## src/rtl/fetch_aligner.sv

```systemverilog
// Instruction-stream aligner: buffers fetched 32-bit words as halfwords and
// presents whole RV32IC instructions (16- or 32-bit) with their PC.
module fetch_aligner #(
  parameter int                    ADDR_WIDTH    = 32,
  parameter int                    BUF_HALFWORDS = 4,
  parameter logic [ADDR_WIDTH-1:0] RESET_PC      = '0
) (
  input  logic                  clock,
  input  logic                  reset,
  output logic                  fetch_req,
  output logic [ADDR_WIDTH-1:0] fetch_addr,
  input  logic                  fetch_ack,
  input  logic [31:0]           fetch_data,
  input  logic                  redirect,
  input  logic [ADDR_WIDTH-1:0] redirect_pc,
  output logic                  instr_valid,
  input  logic                  instr_ready,
  output logic [31:0]           instr,
  output logic [ADDR_WIDTH-1:0] instr_pc,
  output logic                  instr_is_compact
);

  localparam int PTR_W = $clog2(BUF_HALFWORDS);
  localparam int CNT_W = PTR_W + 1;
  localparam logic [ADDR_WIDTH-1:0] WORD_MASK   = ~ADDR_WIDTH'(3);
  localparam logic [ADDR_WIDTH-1:0] HALF_MASK   = ~ADDR_WIDTH'(1);
  localparam logic [ADDR_WIDTH-1:0] RESET_FETCH = RESET_PC & WORD_MASK;
  localparam logic [ADDR_WIDTH-1:0] RESET_HALF  = RESET_PC & HALF_MASK;
  localparam logic                  RESET_DROP  = RESET_PC[1];

  logic [15:0]           buf_r [BUF_HALFWORDS];
  logic [PTR_W-1:0]      head_r;
  logic [PTR_W-1:0]      tail_r;
  logic [CNT_W-1:0]      count_r;
  logic [ADDR_WIDTH-1:0] fetch_ptr_r;
  logic                  drop_low_r;
  logic [ADDR_WIDTH-1:0] pc_r;

  logic [PTR_W-1:0] head_p1_s;
  logic [PTR_W-1:0] tail_p1_s;
  logic [15:0]      hw0_s;
  logic [15:0]      hw1_s;
  logic             compact_s;
  logic             valid_s;
  logic             fetch_req_s;
  logic             push_s;
  logic             pop_s;
  logic [PTR_W-1:0] push_inc_s;
  logic [PTR_W-1:0] pop_inc_s;

  // Head classification, handshake qualification and buffer increments
  always_comb begin
    head_p1_s   = head_r + PTR_W'(1);
    tail_p1_s   = tail_r + PTR_W'(1);
    hw0_s       = buf_r[head_r];
    hw1_s       = buf_r[head_p1_s];
    compact_s   = (hw0_s[1:0] != 2'b11);
    fetch_req_s = (count_r <= CNT_W'(BUF_HALFWORDS - 2));
    if (compact_s) begin
      valid_s = (count_r >= CNT_W'(1));
    end else begin
      valid_s = (count_r >= CNT_W'(2));
    end
    push_s = fetch_req_s && fetch_ack && !redirect;
    pop_s  = valid_s && instr_ready;
    if (push_s) begin
      push_inc_s = drop_low_r ? PTR_W'(1) : PTR_W'(2);
    end else begin
      push_inc_s = '0;
    end
    if (pop_s) begin
      pop_inc_s = compact_s ? PTR_W'(1) : PTR_W'(2);
    end else begin
      pop_inc_s = '0;
    end
  end

  assign fetch_req        = fetch_req_s;
  assign fetch_addr       = fetch_ptr_r;
  assign instr_valid      = valid_s;
  assign instr_pc         = pc_r;
  assign instr_is_compact = valid_s && compact_s;
  assign instr            = !valid_s ? 32'h0000_0000 :
                            compact_s ? {16'h0000, hw0_s} : {hw1_s, hw0_s};

  // Buffer, pointers and PC; redirect flushes and discards same-cycle push/pop
  always_ff @(posedge clock or posedge reset) begin
    if (reset) begin
      for (int i = 0; i < BUF_HALFWORDS; i++) begin
        buf_r[i] <= 16'h0000;
      end
      head_r      <= '0;
      tail_r      <= '0;
      count_r     <= '0;
      fetch_ptr_r <= RESET_FETCH;
      drop_low_r  <= RESET_DROP;
      pc_r        <= RESET_HALF;
    end else if (redirect) begin
      head_r      <= '0;
      tail_r      <= '0;
      count_r     <= '0;
      fetch_ptr_r <= redirect_pc & WORD_MASK;
      drop_low_r  <= redirect_pc[1];
      pc_r        <= redirect_pc & HALF_MASK;
    end else begin
      if (push_s) begin
        if (drop_low_r) begin
          buf_r[tail_r] <= fetch_data[31:16];
        end else begin
          buf_r[tail_r]    <= fetch_data[15:0];
          buf_r[tail_p1_s] <= fetch_data[31:16];
        end
        fetch_ptr_r <= fetch_ptr_r + ADDR_WIDTH'(4);
        drop_low_r  <= 1'b0;
      end
      if (pop_s) begin
        pc_r <= pc_r + (compact_s ? ADDR_WIDTH'(2) : ADDR_WIDTH'(4));
      end
      tail_r  <= tail_r + push_inc_s;
      head_r  <= head_r + pop_inc_s;
      count_r <= count_r + {1'b0, push_inc_s} - {1'b0, pop_inc_s};
    end
  end

endmodule
```

## config.mk

```make
export PLATFORM = sky130hd
export DESIGN_NAME = fetch_aligner
export DESIGN_NICKNAME = d
export VERILOG_FILES = /design/src/rtl/fetch_aligner.sv
export SDC_FILE = /design/constraint.sdc
export NUM_CORES = 1
export LEC_CHECK = 0
export BUFFER_PORTS_ARGS = -buffer_cell sky130_fd_sc_hd__buf_2
export CAP_MARGIN = 30
export CORE_MARGIN = 5
export CORE_UTILIZATION = 61
export CTS_CLUSTER_DIAMETER = 200
export CTS_CLUSTER_SIZE = 8
export DETAILED_ROUTE_END_ITERATION = 10
export GPL_TIMING_DRIVEN = 0
export PLACE_DENSITY = 0.85
export SYNTH_ARGS = -nofsm -noshare
export SYNTH_HDL_FRONTEND = slang
export SYNTH_SLANG_ARGS = --single-unit
```

## constraint.sdc

```tcl
create_clock -name clock -period 11.02 [get_ports clock]
set_clock_uncertainty 0.2 [all_clocks]
set_input_delay 1.102 -clock clock [delete_from_list [all_inputs] [get_ports clock]]
set_output_delay 1.102 -clock clock [all_outputs]
set_load 0.01 [all_outputs]
```

==> impl_results.md, run 1 <==
* Status: finished, final reports clean
* Reg power frac at 0.337
* Yosys warning total at 0
* Reg clk slew, reported paths at 60 ps
* I/O pin cnt at 168
* PostCTS Resize Cnt at 0
* Critical path peak fanout at 10
* Synthesized area at 0.00897 mm^2
* Initial Util at 0.620
* Critical Path RT at 9720 ps
* Vias in the first global route at 8611
* P_leak at 0.00446 uW
* Hold Fails Final Rpt at 0
* Fraction of the mapped netlist area in compound gates at 0.211
* First-pass GRT wire length at 46700 um
* Sequential share of the synthesized area at 0.371
* Drt pass-1 iters at 6
* Critical Path Source Type: flop
* Mapped Avg Cell Area at 9.19 um^2
* Maximum vdd drop at 0.139 mV
* Async SR Flop Fraction at 1.00
* Power per cell area at 197 mW/mm^2
* Final core occ at 0.730
* GP Congestion at 0.963
* Routed Wire Length at 29400 um
* Slew Viols, Final at 0
* Crit. End Element: output pin
* Count leader, synth: dfrtp_1
* CTS tree: done
* Maximum clock insertion buffer count at 2
* Hold Slack at 296 ps
* FMAX at 229 MHz
* Max-cap violations at 0
* Area growth syn-to-layout at 17.8%
* Core Region at 0.0145 mm^2
* # nets final at 1228
* Comb power frac at 0.401
* Seq cells post-synth at 133
* Sink Count at 133
* Fill cell count at 1084
* Worst-margin pin slew at 959 ps
* RSZ-0062 raised after global routing: no
* Die W at 131 um
* Port bufs at 147
* Ranking of synthesized cells by area: dfrtp_1 (37%), mux4_2 (8.0%), a22oi_1 (5.4%), a31oi_1 (4.8%), o21ai_0 (4.1%)
* CTS Buf Count at 17
* Largest net degree at the start of global routing at 71
* DR vias/cell at 6.60
* GR Util All Layers at 0.335
* CP Class: reg2out
* Period utilization at 0.396
* Switching Fraction at 0.382
* Routed len/inst at 21.9 um
* Mux cell area share after synthesis at 0.116
* Num rows at 44
* Post-synth top area share at 0.371
* Post-synthesis adder-cell area fraction at 0.0192
* Total negative setup slack at 0 ps
* Total grt overflow at 0
* Post-synth top flop: dfrtp_1
* Combinational family with the most area after synthesis: compound AO/OA/AOI/OAI gates
* Post-Synth Simple-Gate Area at 0.184
* Int Pwr at 1290 uW
* Post-detail-place hpwl at 21900 um
* Tmin final at 4360 ps
* Overall die area at 0.0172 mm^2
* Largest area contributor in the netlist: dfrtp_1
* Number of routed nets with antenna violations at 0
* CTS Root Cell: clkbuf_16
* Die height at 131 um
* DRC at 0
* Setup bufs post-CTS at 0
* Post-Syn Instances at 977
* Vias at 8877
* Area share of xor/xnor cells in the synthesized design at 0.0429
* Slew margin rel. at 0.355
* Ant. Diodes at 0
* Clock power share at 0.263
* H-tree depth at 4
* Cts hold-fix bufs at 0
* Clk_lat worst skew at 420 ps
* Commonest cells post-synth: dfrtp_1 (133), nor2_1 (88), nand2_1 (87)
* Number of distinct library cells after synthesis at 58
* Share of post-route cells with drive strength above 1 at 0.228
* Type of the most critical hold path: reg2reg
* Psw at 796 uW
* Arr. time, crit path at 3060 ps
* Number of synthesized flops with an enable pin at 0
* Initial antenna violation count at 0
* Drt initial violations at 1184
* Setup violators final at 0
==> power groups by stage <==
stage          Clock [uW]  Combinational [uW]  Sequential, uW
2_1_floorplan           0                 558             685
3_3_place_gp            0                 793             695
3_5_place_dp            0                 817             703
4_1_cts               547                 824             696
5_1_grt               570                 903             713
6_report              548                 836             702
==> routing by layer <==
| layer | share of wire | global-route usage | vias to the layer above |
|---|---|---|---|
| met4 | 0.034 | 0.126 | 0 |
| met5 | 0 | 0 | - |
| met1 | 0.38 | 0.431 | 4253 |
| met3 | 0.092 | 0.0715 | 93 |
| met2 | 0.49 | 0.560 | 589 |
| li1 | - | - | 3942 |
==> layout by cell type, fill, tap and decap left out, types with 13 or more instances in the layout <==
| cell | n |
|---|---|
| a22oi_1 | 64 |
| a31oi_1 | 69 |
| and3_1 | 21 |
| and4_1 | 14 |
| buf_1 | 23 |
| buf_2 | 149 |
| clkbuf_1 | 75 |
| clkbuf_16 | 17 |
| dfrtp_1 | 133 |
| inv_1 | 21 |
| mux2_2 | 26 |
| mux4_2 | 32 |
| nand2_1 | 87 |
| nand3_1 | 13 |
| nor2_1 | 88 |
| nor2b_1 | 23 |
| nor3_1 | 22 |
| nor4_1 | 14 |
| o21ai_0 | 73 |
| xnor2_1 | 21 |
| xor2_1 | 23 |
==> state kept, by name, indices dropped and copies added, names as in the netlist <==
name / flops
instr_pc: 31
tail_r: 2
buf_r: 64
head_r: 2
drop_low_r: 1
fetch_addr: 30
count_r: 3
==> cell families after synthesis <==
family / Yosys count
DFF: 133
adders and majority gates: 12
and+or+nand+nor: 331
muxes: 61
xor gates and xnor gates: 44
AOI/OAI and AO/OA: 270
buffers and inverters: 125
other: 1
==> critical path: stages (launching register included) <==
cell      delay (ps)
dfrtp_1          330
clkbuf_1         290
mux4_2           350
and2_1           170
inv_1            100
a21oi_1          480
clkbuf_1         540
nor2b_1          180
buf_2            190
==> worst paths after layout <==
check | from | end | slack [ps] | cells after the start
max in group asynchronous | reset | buf_r[10] | 9300 | 3
min reg2reg | buf_r[11] | buf_r[11] | 300 | 2
max reg2reg | head_r[1] | instr_pc[20] | 7060 | 12
max | head_r[1] | instr[9] | 6660 | 8
min | buf_r[11] | buf_r[11] | 300 | 2
min in group asynchronous | reset | instr_pc[10] | 560 | 2
==> per-stage QoR <==
step | power, uW | area (um^2) | instances | setup slack [ps]
after floorplan | 1240 | 8980 | 979 | 6160
after global placement | 1490 | 9950 | 1310 | 4680
after detailed placement | 1520 | 9980 | 1311 | 7160
after CTS | 2070 | 10600 | 1343 | 6680
after global routing | 2190 | 10600 | 1344 | 6380
final | 2090 | 10600 | 1344 | 6660
==> cell type report <==
cell class	count	area, um^2	area share
multi-input cells	721	5160	0.488
well taps	184	230	0.0218
flip-flops and latches	133	3330	0.315
clock inverters	8	72.6	0.00687
repair buffers	149	778	0.0736
inverters	22	87.6	0.00829
plain buffers	103	415	0.0393
clock buffers	24	502	0.0475
(Power assumes the default switching activity.)
==> inputs of run 2 (changes only) <==
--- a/config.mk
+++ b/config.mk
@@ -8,12 +8,12 @@
 export BUFFER_PORTS_ARGS = -buffer_cell sky130_fd_sc_hd__buf_2
 export CAP_MARGIN = 30
 export CORE_MARGIN = 5
-export CORE_UTILIZATION = 61
+export CORE_UTILIZATION = 51
 export CTS_CLUSTER_DIAMETER = 200
 export CTS_CLUSTER_SIZE = 8
 export DETAILED_ROUTE_END_ITERATION = 10
 export GPL_TIMING_DRIVEN = 0
-export PLACE_DENSITY = 0.85
+export PLACE_DENSITY = 0.75
 export SYNTH_ARGS = -nofsm -noshare
 export SYNTH_HDL_FRONTEND = slang
 export SYNTH_SLANG_ARGS = --single-unit
==> constraint.sdc (replaced) <==
create_clock -name clock -period 3.8 [get_ports clock]
set_clock_uncertainty 0.2 [all_clocks]
set_input_delay 0.38 -clock clock [delete_from_list [all_inputs] [get_ports clock]]
set_output_delay 0.38 -clock clock [all_outputs]
set_load 0.01 [all_outputs]
==> impl_results.md, run 2 (synthesized netlist as in run 1, its figures left out) <==
* Status: finished, final reports clean
* CTS Buf Count at 17
* Drt pass-1 iters at 6
* Num rows at 48
* Maximum clock insertion buffer count at 2
* I/O pin cnt at 168
* Largest register by flop count: buf_r
* Hold_sp: redirect_pc[2]
* Total grt overflow at 0
* Critical Path RT at 3880 ps
* Type of the most critical hold path: in2reg
* Vias at 8713
* Final Instance Count excl. Fillers at 1388
* P_leak at 0.00452 uW
* Clock power share at 0.289
* Worst Hold Path Cells at 3
* CTS Root Cell: clkbuf_16
* Core Region at 0.0173 mm^2
* Fin area at 0.0107 mm^2
* Die W at 143 um
* CP Launch Point: head_r[0]
* Slew margin rel. at 0.320
* Cells after DPL at 1354
* # nets final at 1231
* Vias in the first global route at 8415
* Arr. time, crit path at 3710 ps
* Slew Viols, Final at 0
* Maximum vdd drop at 0.308 mV
* Hold Slack at 2.84 ps
* FMAX at 275 MHz
* Routed Wire Length at 29600 um
* Reg power frac at 0.325
* Switching Fraction at 0.367
* Initial antenna violation count at 0
* RSZ-0062 raised after global routing: no
* Critical path peak fanout at 10
* Setup bufs post-CTS at 0
* Commonest non-fill, non-tap cells in the layout: buf_2 (149), dfrtp_1 (133), nor2_1 (88), nand2_1 (87), o21ai_0 (73)
* Number of routed nets with antenna violations at 0
* Tmin final at 3640 ps
* Final core occ at 0.621
* Psw at 2290 uW
* Setup violators final at 0
* Crit. End Element: flop
* Worst r2r path cells at 12
* CP Class: reg2reg
* First-pass GRT wire length at 46100 um
* Initial Util at 0.519
* DRC at 0
* Placed cell areas at 0.0101 mm^2
* Period utilization at 0.958
* Int Pwr at 3950 uW
* Post-detail-place hpwl at 22500 um
* Fill cell count at 1489
* DR vias/cell at 6.28
* H-tree depth at 4
* Worst-margin pin slew at 1010 ps
* Critical Path Source Type: flop
* Routed len/inst at 21.3 um
* Power per cell area at 581 mW/mm^2
* Max-cap violations at 0
* Sink Count at 133
* Reg clk slew, reported paths at 60 ps
* Area growth syn-to-layout at 19.7%
* Share of post-route cells with drive strength above 1 at 0.231
* Port bufs at 147
* Commonest non-fill, non-tap cell in the layout: buf_2
* Drt initial violations at 853
* GR Util All Layers at 0.289
* CTS tree: done
* Die height at 143 um
* Clk_lat worst skew at 430 ps
* Total negative setup slack at 0 ps
* Largest net degree at the start of global routing at 39
* Worst r2r src: head_r[0]
* Hold Fails Final Rpt at 0
* Largest register FFs at 64
* GP Congestion at 0.917
* Comb power frac at 0.386
* Overall die area at 0.0204 mm^2
[run 2: path summary, 6_finish.rpt]
kind                                  end  slack (ps)
max                          instr_pc[30]         160
min                         fetch_addr[2]           3
max reg2reg                  instr_pc[30]         160
min reg2reg                      buf_r[0]         300
max in group asynchronous       buf_r[30]        2300
min in group asynchronous  fetch_addr[26]         450
[run 2: worst max-delay path, stage by stage, from the launching register on]
cell      delay [ps]
dfrtp_1          330
buf_6            150
mux4_2           580
and2_1           200
clkbuf_2         190
buf_2            230
ha_1             290
a21o_1           230
and3_1           240
o21ai_2          170
buf_4            240
o31ai_1          300
a31oi_1          120
[run 2: cell type report]
| class | instances | area, um^2 | share of cell area |
|---|---|---|---|
| Timing Repair Buffer | 153 | 831 | 0.0773 |
| Clock buffer | 21 | 460 | 0.0429 |
| Sequential cell | 133 | 3330 | 0.310 |
| Tap cell | 225 | 282 | 0.0262 |
| Multi-Input combinational cell | 721 | 5160 | 0.480 |
| Buffer | 102 | 418 | 0.0389 |
| Inverter | 22 | 86.3 | 0.00804 |
| Antenna cell | 1 | 2.50 | 0.000233 |
| Clock inverter | 10 | 178 | 0.0165 |
[run 2: what timing repair did]
item                                   CTS  global route
hold buffers                             2             0
endpoints found under the hold margin   33             0
gates resized for setup                  2             5
setup endpoints to repair                9            10
[run 2: per-stage QoR]
step | total power [uW] | setup WS [ps]
5_1_grt | 6570 | 15.5
4_1_cts | 6210 | 65.1
3_3_place_gp | 4350 | -97.1
2_1_floorplan | 3610 | 461
6_report | 6240 | 161
3_5_place_dp | 4410 | -105
[run 2: layer usage]
| layer | GRT usage | part of all wire |
|---|---|---|
| met5 | 0 | 0 |
| met1 | 0.368 | 0.39 |
| met2 | 0.502 | 0.50 |
| met3 | 0.0579 | 0.098 |
| met4 | 0.0830 | 0.020 |
[run 2: power groups by stage]
stage                     combinational, uW  clock [uW]  sequential, uW
after global routing                   2630        1870            2070
final                                  2410        1800            2030
after CTS                              2390        1800            2020
after global placement                 2330           0            2020
after detailed placement               2370           0            2040
after floorplan                        1620           0            1990
